==> src/rtl/gfg_pkg.sv <==
// Shared types for the rectangle rasterizer: geometry defaults, FSM states, {z, color} pixel packing.
// Pure declarations: no latency and no flow control live here.
package gfg_pkg;

    localparam int DEF_HORIZ_RES      = 640;
    localparam int DEF_VERT_RES       = 480;
    localparam int DEF_X_ADDR_W       = $clog2(DEF_HORIZ_RES);
    localparam int DEF_Y_ADDR_W       = $clog2(DEF_VERT_RES);

    localparam int PIX_COLOR_W        = 12;
    localparam int PIX_Z_W            = 2;
    localparam int FRAME_BUFFER_WIDTH = PIX_COLOR_W + PIX_Z_W;

    typedef enum logic [2:0] {
        ST_IDLE,
        ST_CLEAR,
        ST_WAIT_RECT,
        ST_SETUP,
        ST_RD,
        ST_WR
    } raster_state_t;

    // Colour occupies the low bits so a colour-only reader can ignore Z.
    function automatic logic [FRAME_BUFFER_WIDTH-1:0] pack_pixel(
        input logic [PIX_Z_W-1:0]     z,
        input logic [PIX_COLOR_W-1:0] color
    );
        return {z, color};
    endfunction

    function automatic logic [PIX_Z_W-1:0] pixel_z(input logic [FRAME_BUFFER_WIDTH-1:0] px);
        return px[FRAME_BUFFER_WIDTH-1 -: PIX_Z_W];
    endfunction

    function automatic logic [PIX_COLOR_W-1:0] pixel_color(input logic [FRAME_BUFFER_WIDTH-1:0] px);
        return px[PIX_COLOR_W-1:0];
    endfunction

endpackage

==> src/rtl/gfg_xy_scan_counter.sv <==
// Loadable row-major x/y iterator over inclusive bounds; load puts it at (x_lo, y_lo) on the next edge.
// A step advances one pixel per cycle, wrapping at the bounds; o_last flags the final pixel.
module gfg_xy_scan_counter #(
    parameter int X_W = 10,
    parameter int Y_W = 9
) (
    input  logic           i_clk,
    input  logic           i_arst,
    input  logic           i_load,
    input  logic [X_W-1:0] i_x_lo,
    input  logic [X_W-1:0] i_x_hi,
    input  logic [Y_W-1:0] i_y_lo,
    input  logic [Y_W-1:0] i_y_hi,
    input  logic           i_step,
    output logic [X_W-1:0] o_x,
    output logic [Y_W-1:0] o_y,
    output logic           o_last
);

    logic [X_W-1:0] r_x;
    logic [Y_W-1:0] r_y;
    logic [X_W-1:0] r_x_lo;
    logic [X_W-1:0] r_x_hi;
    logic [Y_W-1:0] r_y_lo;
    logic [Y_W-1:0] r_y_hi;

    always_ff @(posedge i_clk or posedge i_arst) begin
        if (i_arst) begin
            r_x    <= '0;
            r_y    <= '0;
            r_x_lo <= '0;
            r_x_hi <= '0;
            r_y_lo <= '0;
            r_y_hi <= '0;
        end else if (i_load) begin
            r_x    <= i_x_lo;
            r_y    <= i_y_lo;
            r_x_lo <= i_x_lo;
            r_x_hi <= i_x_hi;
            r_y_lo <= i_y_lo;
            r_y_hi <= i_y_hi;
        end else if (i_step) begin
            if (r_x == r_x_hi) begin
                r_x <= r_x_lo;
                r_y <= (r_y == r_y_hi) ? r_y_lo : r_y + 1'b1;
            end else begin
                r_x <= r_x + 1'b1;
            end
        end
    end

    assign o_x    = r_x;
    assign o_y    = r_y;
    assign o_last = (r_x == r_x_hi) && (r_y == r_y_hi);

endmodule

==> src/rtl/gfg_rect_rasterizer.sv <==
// Fills the back frame buffer: clears it on each new frame, then draws Z-tested rectangles by read-modify-write.
// Clear is 1 pixel/cycle; a rectangle takes 1 + 2*w*h cycles; rectangle commands are valid/ready, held off while drawing.
module gfg_rect_rasterizer
    import gfg_pkg::*;
#(
    parameter int VERT_RESOLUTION  = DEF_VERT_RES,
    parameter int HORIZ_RESOLUTION = DEF_HORIZ_RES,
    parameter int COLOR_DEPTH      = PIX_COLOR_W,
    parameter int Z_DEPTH          = PIX_Z_W,
    parameter int CLEAR_COLOR      = 0
) (
    input  logic                                i_clk,
    input  logic                                i_arst,
    input  logic                                i_new_frame,
    input  logic                                i_rect_valid,
    output logic                                o_rect_ready,
    input  logic [$clog2(HORIZ_RESOLUTION)-1:0] i_rect_x0,
    input  logic [$clog2(HORIZ_RESOLUTION)-1:0] i_rect_x1,
    input  logic [$clog2(VERT_RESOLUTION)-1:0]  i_rect_y0,
    input  logic [$clog2(VERT_RESOLUTION)-1:0]  i_rect_y1,
    input  logic [COLOR_DEPTH-1:0]              i_rect_color,
    input  logic [Z_DEPTH-1:0]                  i_rect_z,
    input  logic                                i_frame_done,
    output logic                                o_raster_in_progress,
    output logic [$clog2(VERT_RESOLUTION)-1:0]  o_vert_write_addr,
    output logic [$clog2(HORIZ_RESOLUTION)-1:0] o_horiz_write_addr,
    output logic                                o_write_en,
    output logic [COLOR_DEPTH+Z_DEPTH-1:0]      o_write_pixel_data,
    input  logic [COLOR_DEPTH+Z_DEPTH-1:0]      i_read_pixel_data
);

    localparam int X_W = $clog2(HORIZ_RESOLUTION);
    localparam int Y_W = $clog2(VERT_RESOLUTION);

    // Limits are one bit wider so a full power-of-two resolution is representable.
    localparam logic [X_W:0]   X_LIM = (X_W+1)'(HORIZ_RESOLUTION);
    localparam logic [Y_W:0]   Y_LIM = (Y_W+1)'(VERT_RESOLUTION);
    localparam logic [X_W-1:0] X_MAX = X_W'(HORIZ_RESOLUTION - 1);
    localparam logic [Y_W-1:0] Y_MAX = Y_W'(VERT_RESOLUTION - 1);

    localparam logic [FRAME_BUFFER_WIDTH-1:0] CLEAR_PIXEL =
        pack_pixel({PIX_Z_W{1'b1}}, PIX_COLOR_W'(CLEAR_COLOR));

    raster_state_t r_state;
    raster_state_t w_state_nxt;

    logic [X_W-1:0]         r_x0;
    logic [X_W-1:0]         r_x1;
    logic [Y_W-1:0]         r_y0;
    logic [Y_W-1:0]         r_y1;
    logic [COLOR_DEPTH-1:0] r_color;
    logic [Z_DEPTH-1:0]     r_z;

    logic           w_accept;
    logic [X_W-1:0] w_x1_clip;
    logic [Y_W-1:0] w_y1_clip;
    logic           w_empty;
    logic           w_z_pass;

    logic           w_ld;
    logic [X_W-1:0] w_ld_x_lo;
    logic [X_W-1:0] w_ld_x_hi;
    logic [Y_W-1:0] w_ld_y_lo;
    logic [Y_W-1:0] w_ld_y_hi;
    logic           w_step;
    logic [X_W-1:0] w_x;
    logic [Y_W-1:0] w_y;
    logic           w_last;

    gfg_xy_scan_counter #(
        .X_W (X_W),
        .Y_W (Y_W)
    ) u_scan (
        .i_clk  (i_clk),
        .i_arst (i_arst),
        .i_load (w_ld),
        .i_x_lo (w_ld_x_lo),
        .i_x_hi (w_ld_x_hi),
        .i_y_lo (w_ld_y_lo),
        .i_y_hi (w_ld_y_hi),
        .i_step (w_step),
        .o_x    (w_x),
        .o_y    (w_y),
        .o_last (w_last)
    );

    assign w_accept  = (r_state == ST_WAIT_RECT) && i_rect_valid;
    assign w_x1_clip = ({1'b0, r_x1} >= X_LIM) ? X_MAX : r_x1;
    assign w_y1_clip = ({1'b0, r_y1} >= Y_LIM) ? Y_MAX : r_y1;
    assign w_empty   = (r_x0 > w_x1_clip) || (r_y0 > w_y1_clip) ||
                       ({1'b0, r_x0} >= X_LIM) || ({1'b0, r_y0} >= Y_LIM);
    // Strictly nearer only: an equal depth leaves the existing pixel untouched.
    assign w_z_pass  = r_z < pixel_z(i_read_pixel_data);

    always_ff @(posedge i_clk or posedge i_arst) begin
        if (i_arst) begin
            r_state <= ST_IDLE;
        end else begin
            r_state <= w_state_nxt;
        end
    end

    always_ff @(posedge i_clk or posedge i_arst) begin
        if (i_arst) begin
            r_x0    <= '0;
            r_x1    <= '0;
            r_y0    <= '0;
            r_y1    <= '0;
            r_color <= '0;
            r_z     <= '0;
        end else if (w_accept) begin
            r_x0    <= i_rect_x0;
            r_x1    <= i_rect_x1;
            r_y0    <= i_rect_y0;
            r_y1    <= i_rect_y1;
            r_color <= i_rect_color;
            r_z     <= i_rect_z;
        end
    end

    always_comb begin
        w_state_nxt        = r_state;
        w_ld               = 1'b0;
        w_ld_x_lo          = '0;
        w_ld_x_hi          = X_MAX;
        w_ld_y_lo          = '0;
        w_ld_y_hi          = Y_MAX;
        w_step             = 1'b0;
        o_rect_ready       = 1'b0;
        o_write_en         = 1'b0;
        o_write_pixel_data = '0;

        case (r_state)
            ST_IDLE: begin
                if (i_new_frame) begin
                    w_ld        = 1'b1;
                    w_state_nxt = ST_CLEAR;
                end
            end
            ST_CLEAR: begin
                o_write_en         = 1'b1;
                o_write_pixel_data = CLEAR_PIXEL;
                if (w_last) begin
                    w_state_nxt = ST_WAIT_RECT;
                end else begin
                    w_step = 1'b1;
                end
            end
            ST_WAIT_RECT: begin
                o_rect_ready = 1'b1;
                if (i_rect_valid) begin
                    w_state_nxt = ST_SETUP;
                end else if (i_frame_done) begin
                    w_state_nxt = ST_IDLE;
                end
            end
            ST_SETUP: begin
                if (w_empty) begin
                    w_state_nxt = ST_WAIT_RECT;
                end else begin
                    w_ld        = 1'b1;
                    w_ld_x_lo   = r_x0;
                    w_ld_x_hi   = w_x1_clip;
                    w_ld_y_lo   = r_y0;
                    w_ld_y_hi   = w_y1_clip;
                    w_state_nxt = ST_RD;
                end
            end
            ST_RD: begin
                w_state_nxt = ST_WR;
            end
            ST_WR: begin
                if (w_z_pass) begin
                    o_write_en         = 1'b1;
                    o_write_pixel_data = pack_pixel(r_z, r_color);
                end
                if (w_last) begin
                    w_state_nxt = ST_WAIT_RECT;
                end else begin
                    w_step      = 1'b1;
                    w_state_nxt = ST_RD;
                end
            end
            default: begin
                w_state_nxt = ST_IDLE;
            end
        endcase
    end

    // The scan counter only moves while writing or reading, so addresses hold otherwise.
    assign o_vert_write_addr    = w_y;
    assign o_horiz_write_addr   = w_x;
    assign o_raster_in_progress = (r_state != ST_IDLE);

endmodule

==> config.mk <==
export PLATFORM = sky130hd
export DESIGN_NAME = gfg_rect_rasterizer
export DESIGN_NICKNAME = d
export VERILOG_FILES = /design/src/rtl/gfg_pkg.sv /design/src/rtl/gfg_xy_scan_counter.sv /design/src/rtl/gfg_rect_rasterizer.sv
export SDC_FILE = /design/constraint.sdc
export NUM_CORES = 1
export LEC_CHECK = 0
export ABC_AREA = 1
export ABC_CLOCK_PERIOD_IN_PS = 5000
export CAP_MARGIN = 0
export CORE_ASPECT_RATIO = 0.6
export CORE_MARGIN = 1.5
export CORE_UTILIZATION = 30
export DETAILED_ROUTE_END_ITERATION = 6
export DONT_BUFFER_PORTS = 1
export GPL_ROUTABILITY_DRIVEN = 1
export PLACE_DENSITY = 0.49
export SLEW_MARGIN = 20
export SYNTH_ARGS = -nofsm -noshare
export SYNTH_HDL_FRONTEND = slang
export SYNTH_SLANG_ARGS = --single-unit
==> constraint.sdc <==
create_clock -name i_clk -period 5 [get_ports i_clk]
set_input_delay 0.75 -clock i_clk [delete_from_list [all_inputs] [get_ports i_clk]]
set_output_delay 0.75 -clock i_clk [all_outputs]
set_load 0.01 [all_outputs]
; After elaboration in Yosys (flattened, before gate mapping)
; Cells that the tools add are included.
[word_totals]
register_bits = 112
input_bits = 71
out_inout_bits = 36
wordCells = 78
[op_classes]
n_addsub = 2
magnitude_cmp = 7
eq_ne = 10
muxes = 34
n_reduce_logical = 12
[op_table]
columns = op, count
row1 = $mux W9, 9
row2 = $mux W10, 8
row3 = $pmux W14 S2, 1
row4 = $ge A10 B10 Y1 const B, 2
row5 = $ge A9 B9 Y1 const B, 2
row6 = $mux W3, 6
row7 = $pmux W3 S6, 1
row8 = $mux W14, 1
row9 = $add A10 B1 Y10 const B, 1
row10 = $eq A10 B10 Y1, 1
row11 = $gt A10 B10 Y1, 1
row12 = $add A9 B1 Y9 const B, 1
row13 = $eq A9 B9 Y1, 1
row14 = $gt A9 B9 Y1, 1
row15 = $eq A3 B2 Y1 const B, 2
row16 = $eq A3 B3 Y1 const B, 2
row17 = $mux W1, 6
row18 = $pmux W1 S2, 2
row19 = $reduce_bool A2 Y1, 2
row20 = $eq A3 B1 Y1 const B, 1
row21 = $logic_not A3 Y1, 1
row22 = $logic_or A1 B1 Y1, 3
row23 = $ne A3 B3 Y1 const B, 1
row24 = $reduce_and A3 Y1, 1
row25 = other kinds (7), 8

; Depth between registers and ports, before layout
; Gate-level depths: netlist (run 1).
[logic_depth]
depth_word = 10
mapped_depth = 18
mapped_depth_nobuf = 17

; Modules after synthesis
; Synthesis (run 1) repeated with hierarchy kept, for this count alone.
[unflattened]
cells_unflattened = 837
hier_area_um2 = 6195.9
[by_module_without_submodules]
columns = module, n_inst, cells_each, area_per_inst_um2
row1 = gfg_xy_scan_counter, 1, 420, 3100.5
row2 = gfg_rect_rasterizer, 1, 417, 3095.5

; Worst setup path before layout (run 1)
; No wires, ideal clock.
[synth_path]
kind = input to output
startpoint = input i_read_pixel_data[13]
endpoint = output o_write_pixel_data[0]
t_arrival_ps = 1729
required_ps = 4250
setup_slack_ps = 2521
cell_stages = 6
path_buffers = 1
cell_sequence = inv_1 -> ha_1 -> a21oi_1 -> nand3_1 -> clkbuf_1 -> nor2_1
[synth_between]
elab_chain_cells = 3
[synth_rtl]
columns = item, line
row1 = "start, declared", gfg_rect_rasterizer.sv:29  ; input logic [COLOR_DEPTH+Z_DEPTH-1:0] i_read_pixel_data
row2 = $lt A2 B2 Y1, gfg_rect_rasterizer.sv:93  ; assign w_z_pass = r_z < pixel_z(i_read_pixel_data);
row3 = $mux W14, gfg_rect_rasterizer.sv:173  ; if (w_z_pass) begin
row4 = $pmux W14 S2, gfg_rect_rasterizer.sv:133  ; case (r_state)
row5 = "end, declared", gfg_rect_rasterizer.sv:28  ; output logic [COLOR_DEPTH+Z_DEPTH-1:0] o_write_pixel_data,
; No other way between the ends.

; Worst setup path in the final report (run 1)
[layout_path]
startpoint = register r_y1[8]
endpoint = register u_scan.r_y[4], in the netlist u_scan.o_y[4]
[layout_between]
elab_chain_cells = 10
[layout_rtl]
columns = item, line
row1 = "start, declared", gfg_rect_rasterizer.sv:50  ; logic [Y_W-1:0] r_y1;
row2 = "start signal, assigned", gfg_rect_rasterizer.sv:115  ; r_y1 <= i_rect_y1;
row3 = $ge A9 B9 Y1, gfg_rect_rasterizer.sv:89  ; assign w_y1_clip = ({1'b0, r_y1} >= Y_LIM) ? Y_MAX : r_y1;
row4 = $mux W9 *, gfg_rect_rasterizer.sv:89
row5 = $gt A9 B9 Y1 *, gfg_rect_rasterizer.sv:90  ; assign w_empty = (r_x0 > w_x1_clip) || (r_y0 > w_y1_clip) ||
row6 = $logic_or A1 B1 Y1 * (2 in series), gfg_rect_rasterizer.sv:90
row7 = $logic_or A1 B1 Y1 *, gfg_rect_rasterizer.sv:91  ; ({1'b0, r_x0} >= X_LIM) || ({1'b0, r_y0} >= Y_LIM);
row8 = $mux W1, gfg_rect_rasterizer.sv:158  ; if (w_empty) begin
row9 = $pmux W1 S2, gfg_rect_rasterizer.sv:133
row10 = $reduce_bool A2 Y1 (no line), n/a
row11 = $reduce_and A2 Y1 (no line), n/a
row12 = "end signal, assigned", gfg_xy_scan_counter.sv:37  ; r_y <= i_y_lo;
row13 = "end signal, assigned", gfg_xy_scan_counter.sv:45  ; r_y <= (r_y == r_y_hi) ? r_y_lo : r_y + 1'b1;
row14 = "end, declared", gfg_xy_scan_counter.sv:21  ; logic [Y_W-1:0] r_y;
; Mark *: on every way between the ends. The rest lies on a longest branch, timed or not.
; A chain may end at the register's enable or synchronous reset.

==> flow_summary.ini, run 1 <==
[outcome]
status = completed

[synth]
ys_ff_latch = 111
synth_enable_flop_cells = 0
async_flop_share_pct = 100.0
synth_top_cell_area_share_pct = 44.48
netlist_top_cells_area = dfrtp_1, nand2_1, inv_1
synthFlopType = dfrtp_1
ys_seq_area_share_pct = 44.48
yosys.area.top_type = dfrtp_1
yosysWarningCount = 0
netlist_area_um2 = 6245
avgSynthCellArea_um2 = 7.470
ys_types = 35
synth.net_count = 929
netlist_instances = 836

[routing]
drcViolationCount = 0
ant_nets = 0
vias = 5126
first_pass_iters = 6
wire_per_inst_um = 15.49
wl_um = 17010
routed_via_density = 4.668
dr.first_iter.drc_count = 407

[grt]
overflow = 0
grt_pass1_wl_um = 27620
grtUsageTotal_pct = 16.56
grt_max_degree = 70
grt_pass1_vias = 4774
antenna_found_initial = 0

[worst_hold_path]
hp-class = in2async

[clock_tree]
cts_sinks = 111
ctsRootBufferMaster = clkbuf_16
cts.reportedPaths.clkPinSlew_ps = 80
clk_latency_ps = 360
hold_buffers = 0
htreeDepth = 3
cts_tree = done
clock_path_buffers = 2
cts_made_buffers = 9
cts_setup_buffers = 0
cts_resized = 0

[sta]
slew_headroom_pct = 38.69
fmax_ghz = 0.2658
hold_viol = 0
fin_hold_ws_ps = 458.5
worst_pin_slew_ps = 919.7
worst_clock_skew_ps = 15.16
maxSlewViolCount = 0
finalCritPeriodShare_pct = 75.24
setup_viol = 0
grt_setup_unrepaired = no
setup_slack_ps = 1238
fin_crit_ps = 3762
fin_setup_tns_ps = 0

[worst_setup_path]
arrival_ps = 4060
crit_start = r_y1[8]
path_max_fanout = 23
end_kind = flop
cp-start-kind = flop
crit_type = reg2reg
cp_data_required_time_ps = 5300
reg2reg_from = r_y1[8]

[power_and_ir_drop]
peakVddDrop_uv = 179.9
cellPowerDensity_nw_per_um2 = 647.2
p_leak_nw = 3.542

[cells_and_area]
drive_above_1_share_pct = 6.424
n_antenna_cell = 0
syn_to_final_growth_pct = 8.054
fin_nets = 914

[die]
core_um2 = 20220
boundaryPins = 107
fp.dieH_um = 114.8
die_w_um = 189.3
rows = 40
start_util_pct = 30.88
die_area_um2 = 21720

[placed_design]
dp_slack_ps = 1267
place.gp.congestion = 0.8008
io_buffers = 0
detailed_place_hpwl_um = 12610

[run]
drv_cap = 0
==> final timing paths <==
kind	slack, ps	to	cells past startpoint
setup / recovery	1240	u_scan.o_y[4]	14
hold / removal	460	u_scan.o_x[9]	1
setup reg to reg	1240	u_scan.o_y[4]	14
hold reg to reg	480	r_y1[2]	2
max in group asynchronous	3650	u_scan.o_y[5]	2
min in group i_clk	480	r_y1[2]	2
==> routing by layer <==
| metal | track usage (%) | wire (µm) | share of wire, % | vias up |
|---|---|---|---|---|
| met4 | 2.857 | 111 | 0.65 | 0 |
| li1 | - | - | - | 2591 |
| met5 | 0 | 0 | 0 | - |
| met2 | 20.00 | 5799 | 34 | 135 |
| met1 | 28.39 | 10040 | 59 | 2389 |
| met3 | 3.694 | 1066 | 6.3 | 11 |
==> logic make-up (layout without fill, tap and decap cells) <==
logic type               Yosys count  count (layout)  synth area share (%)
AND/OR/NAND/NOR                  472             472                 32.94
buffers and inverters            137             126                 9.277
flip-flops                       111             111                 44.48
AO/OA/AOI/OAI                     73              73                 5.951
adder cells (fa/ha/maj)           22              22                 4.408
XOR/XNOR                          21              21                 2.945
==> flip-flops by register name, indices dropped and copies added (netlist names) <==
signal         count
r_state            3
r_x0              10
u_scan.r_x_hi     10
u_scan.r_y_hi      9
u_scan.r_x_lo     10
r_z                2
u_scan.o_y         9
r_color           12
r_y1               9
r_y0               9
r_x1              10
u_scan.o_x        10
u_scan.r_y_lo      8
==> final cells by class <==
cell class | instances | area, µm²
Multi-Input combinational cell | 588 | 2893
Tap cell | 273 | 341.6
Inverter | 105 | 402.9
Clock buffer | 9 | 225.2
Fill cell | 2246 | 13470
Clock inverter | 6 | 62.56
Timing Repair Buffer | 6 | 45.04
Sequential cell | 111 | 2778
==> stage by stage <==
step | cells | power, mW | utilization [%] | area (µm²)
after floorplan | 836 | 3.161 | - | 6245
after global placement | 1083 | 3.636 | 31.95 | 6460
after detailed placement | 1083 | 3.652 | 31.95 | 6460
after CTS | 1098 | 4.400 | 33.37 | 6748
after global routing | 1098 | 4.825 | 33.37 | 6748
final | 1098 | 4.367 | 33.37 | 6748
==> cells in the mapped netlist, types with 10 or more instances <==
cell / count
nand2_1: 310
dfrtp_1: 111
inv_1: 96
nor2_1: 55
nand3_1: 53
o21ai_0: 29
nand4_1: 26
a21oi_1: 22
ha_1: 22
o21ai_1: 19
clkbuf_1: 13
buf_2: 11
xnor2_1: 11
xor2_1: 10
==> power by group <==
group	internal [mW]	total, mW	switching, mW
clock	0.351	0.727	0.376
combinational	0.664	1.91	1.24
sequential	1.29	1.73	0.439
==> cell usage in the layout, fill, tap and decap left out, drive strengths merged <==
master	netlist	layout
nor4	1	1
xor2	10	10
nand4	27	27
dfrtp	111	111
clkinv	1	3
nand2	313	313
inv	104	108
nand3b	1	1
nor2	63	63
o21ai	48	48
a31oi	1	1
xnor2	11	11
a21oi	22	22
or2	3	3
ha	22	22
buf	19	6
nand3	59	59
nor3	5	5
a21boi	1	1
clkbuf	13	9
a22oi	1	1
==> critical path, stage by stage (launching register included) <==
cell	delay [ps]
dfrtp_1	320
inv_1	80
nor4_1	700
nor2_1	180
ha_1	330
nand2_1	60
nor2_1	170
nand3_1	120
nand2_1	100
nand4_2	560
inv_2	610
nand2_1	250
nand2_1	130
nand2_1	50
inv_1	50
Power figures use the tool's default switching activity.
==> inputs of run 2 (changes only) <==
- ABC_CLOCK_PERIOD_IN_PS: 5000 -> 3100
- PLACE_DENSITY: 0.49 -> 0.5
- clock period: 5 -> 3.1 ns (I/O delays scaled with it)
==> flow_summary.ini, run 2 (synthesized netlist as in run 1, its figures left out) <==
[outcome]
status = completed

[grt]
grt_pass1_wl_um = 27560
grt_pass1_vias = 4726
grt_max_degree = 57
overflow = 0
grtUsageTotal_pct = 16.63
antenna_found_initial = 0

[routing]
wire_per_inst_um = 15.46
first_pass_iters = 5
routed-wl-met2_um = 5870
dr.first_iter.drc_count = 375
wl_met1_um = 10190
met3_length_um = 1068
routed_via_density = 4.590
drcViolationCount = 0
ant_nets = 0
maxUsedRoutingLayer = met4
wl_um = 17210
vias = 5109

[cells_and_area]
nFillCells = 2200
regMostFlops = r_color
final_cell_mix = nand2_1, dfrtp_1, inv_1, nor2_1, nand3_1
final_common_cell = nand2_1
n_antenna_cell = 0
syn_to_final_growth_pct = 10.90
fin_nets = 928
drive_above_1_share_pct = 7.976
instances_no_fill = 1113
finish.utilization_pct = 34.25
seq_area_um2 = 2778
multi_input_area_um2 = 2902
largest_reg_flops = 12

[power_and_ir_drop]
total_power_mw = 7.238
p_clk_share_pct = 16.7
cellPowerDensity_nw_per_um2 = 1045
p_switching_mw = 3.385
power_frac_comb_pct = 44.8
p_sw_share_pct = 46.77
seq_power_share_pct = 38.5
peakVddDrop_uv = 372.1
cell_internal_pwr_mw = 3.853
p_leak_nw = 3.626

[worst_setup_path]
cp_data_required_time_ps = 3330
path_max_fanout = 26
crit_type = reg2reg
arrival_ps = 2990
end_kind = flop
cp-start-kind = flop

[clock_tree]
ctsRootBufferMaster = clkbuf_16
cts_tree = done
cts_made_buffers = 9
cts.reportedPaths.clkPinSlew_ps = 90
clock_path_buffers = 2
htreeDepth = 3
clk_latency_ps = 360
cts_sinks = 111

[sta]
maxSlewViolCount = 0
slew_headroom_pct = 58.65
worst_pin_slew_ps = 618.5
worst_clock_skew_ps = 14.40
fin_setup_tns_ps = 0
fin_crit_ps = 2752
hold_viol = 0
finalCritPeriodShare_pct = 88.78
grt_setup_unrepaired = no
setup_viol = 0
fmax_ghz = 0.3634

[placed_design]
detailed_place_hpwl_um = 13280
place.gp.congestion = 0.8197
io_buffers = 0
dp_cells = 1096

[die]
core_um2 = 20220
die_area_um2 = 21720
start_util_pct = 30.88
die_w_um = 189.3
rows = 40
boundaryPins = 107
fp.dieH_um = 114.8

[worst_hold_path]
hp-class = in2reg

[run]
drv_cap = 0
-- run 2: changes by cell type in the layout (fill, tap and decap cells not counted) --
cell	before	now
buf_12	0	3
buf_4	6	16
clkinv_2	1	2
clkinv_4	1	0
clkinv_8	1	2
clkinvlp_4	0	1
dlygate4sd3_1	0	1
inv_2	7	6
inv_6	4	1
inv_8	1	4
nand4_2	1	0
nand4_4	0	1
-- run 2: critical path, stage by stage (launching register included) --
cell	delay, ps
dfrtp_1	360
inv_1	140
nor4_1	70
buf_4	150
or2_2	310
ha_1	290
nand2_1	50
nor2_1	140
nand3b_1	90
nand3_1	120
nand2_1	100
nand4_4	140
buf_12	210
nand2_4	210
nor2_1	180
a21oi_1	50
-- run 2: cell type report --
type                       count  area share, %
tap                          273          4.932
sequential                   111          40.11
multi-input combinational    588          41.90
inverter                     105          5.872
clock inverter                 7          1.192
clock buffer                   9          3.252
timing repair buffer          20          2.746
-- run 2: timing repair --
action	4_1_cts	5_1_grt
setup buffers	0	0
resized for setup	0	3
endpoints found under the hold margin	12	0
hold buffers	1	0
endpoints found under the setup margin	0	21
-- run 2: power groups by stage --
stage	logic (mW)	registers [mW]	clock network, mW
3_5_place_dp	3.22	2.81	0
6_report	3.24	2.79	1.21
4_1_cts	3.24	2.79	1.25
5_1_grt	3.81	2.88	1.31
3_3_place_gp	3.18	2.80	0
2_1_floorplan	2.58	2.52	0
-- run 2: path summary, 6_finish.rpt --
| kind | endpoint | slack [ps] | cells past startpoint | from |
|---|---|---|---|---|
| worst min-delay path | r_x1[7] | 210 | 2 | i_rect_x1[7] |
| worst min register to register | r_y1[3] | 490 | 2 | r_y1[3] |
| worst max-delay path | u_scan.r_x_hi[4] | 350 | 15 | r_y1[6] |
| max in group asynchronous | u_scan.r_y_lo[0] | 1850 | 3 | i_arst |
| min in group asynchronous | u_scan.o_x[9] | 600 | 2 | i_arst |
| worst max register to register | u_scan.r_x_hi[4] | 350 | 15 | r_y1[6] |
-- run 2: metal layers --
metal | GRT usage [%] | vias to the layer above
li1 | - | 2619
met1 | 28.79 | 2346
met2 | 20.00 | 137
met3 | 3.632 | 7
met4 | 2.381 | 0
met5 | 0 | -
-- run 2: metrics by stage --
step | area, µm² | setup slack, ps | hold slack, ps
finish | 6925 | 347.8 | 213.5
global route | 6925 | 35.11 | 210.4
CTS | 6914 | 231.1 | 203.1
detailed placement | 6596 | 253.9 | 376.6
global placement | 6596 | 237.4 | 374.7
floorplan | 6248 | 625.3 | 442.6
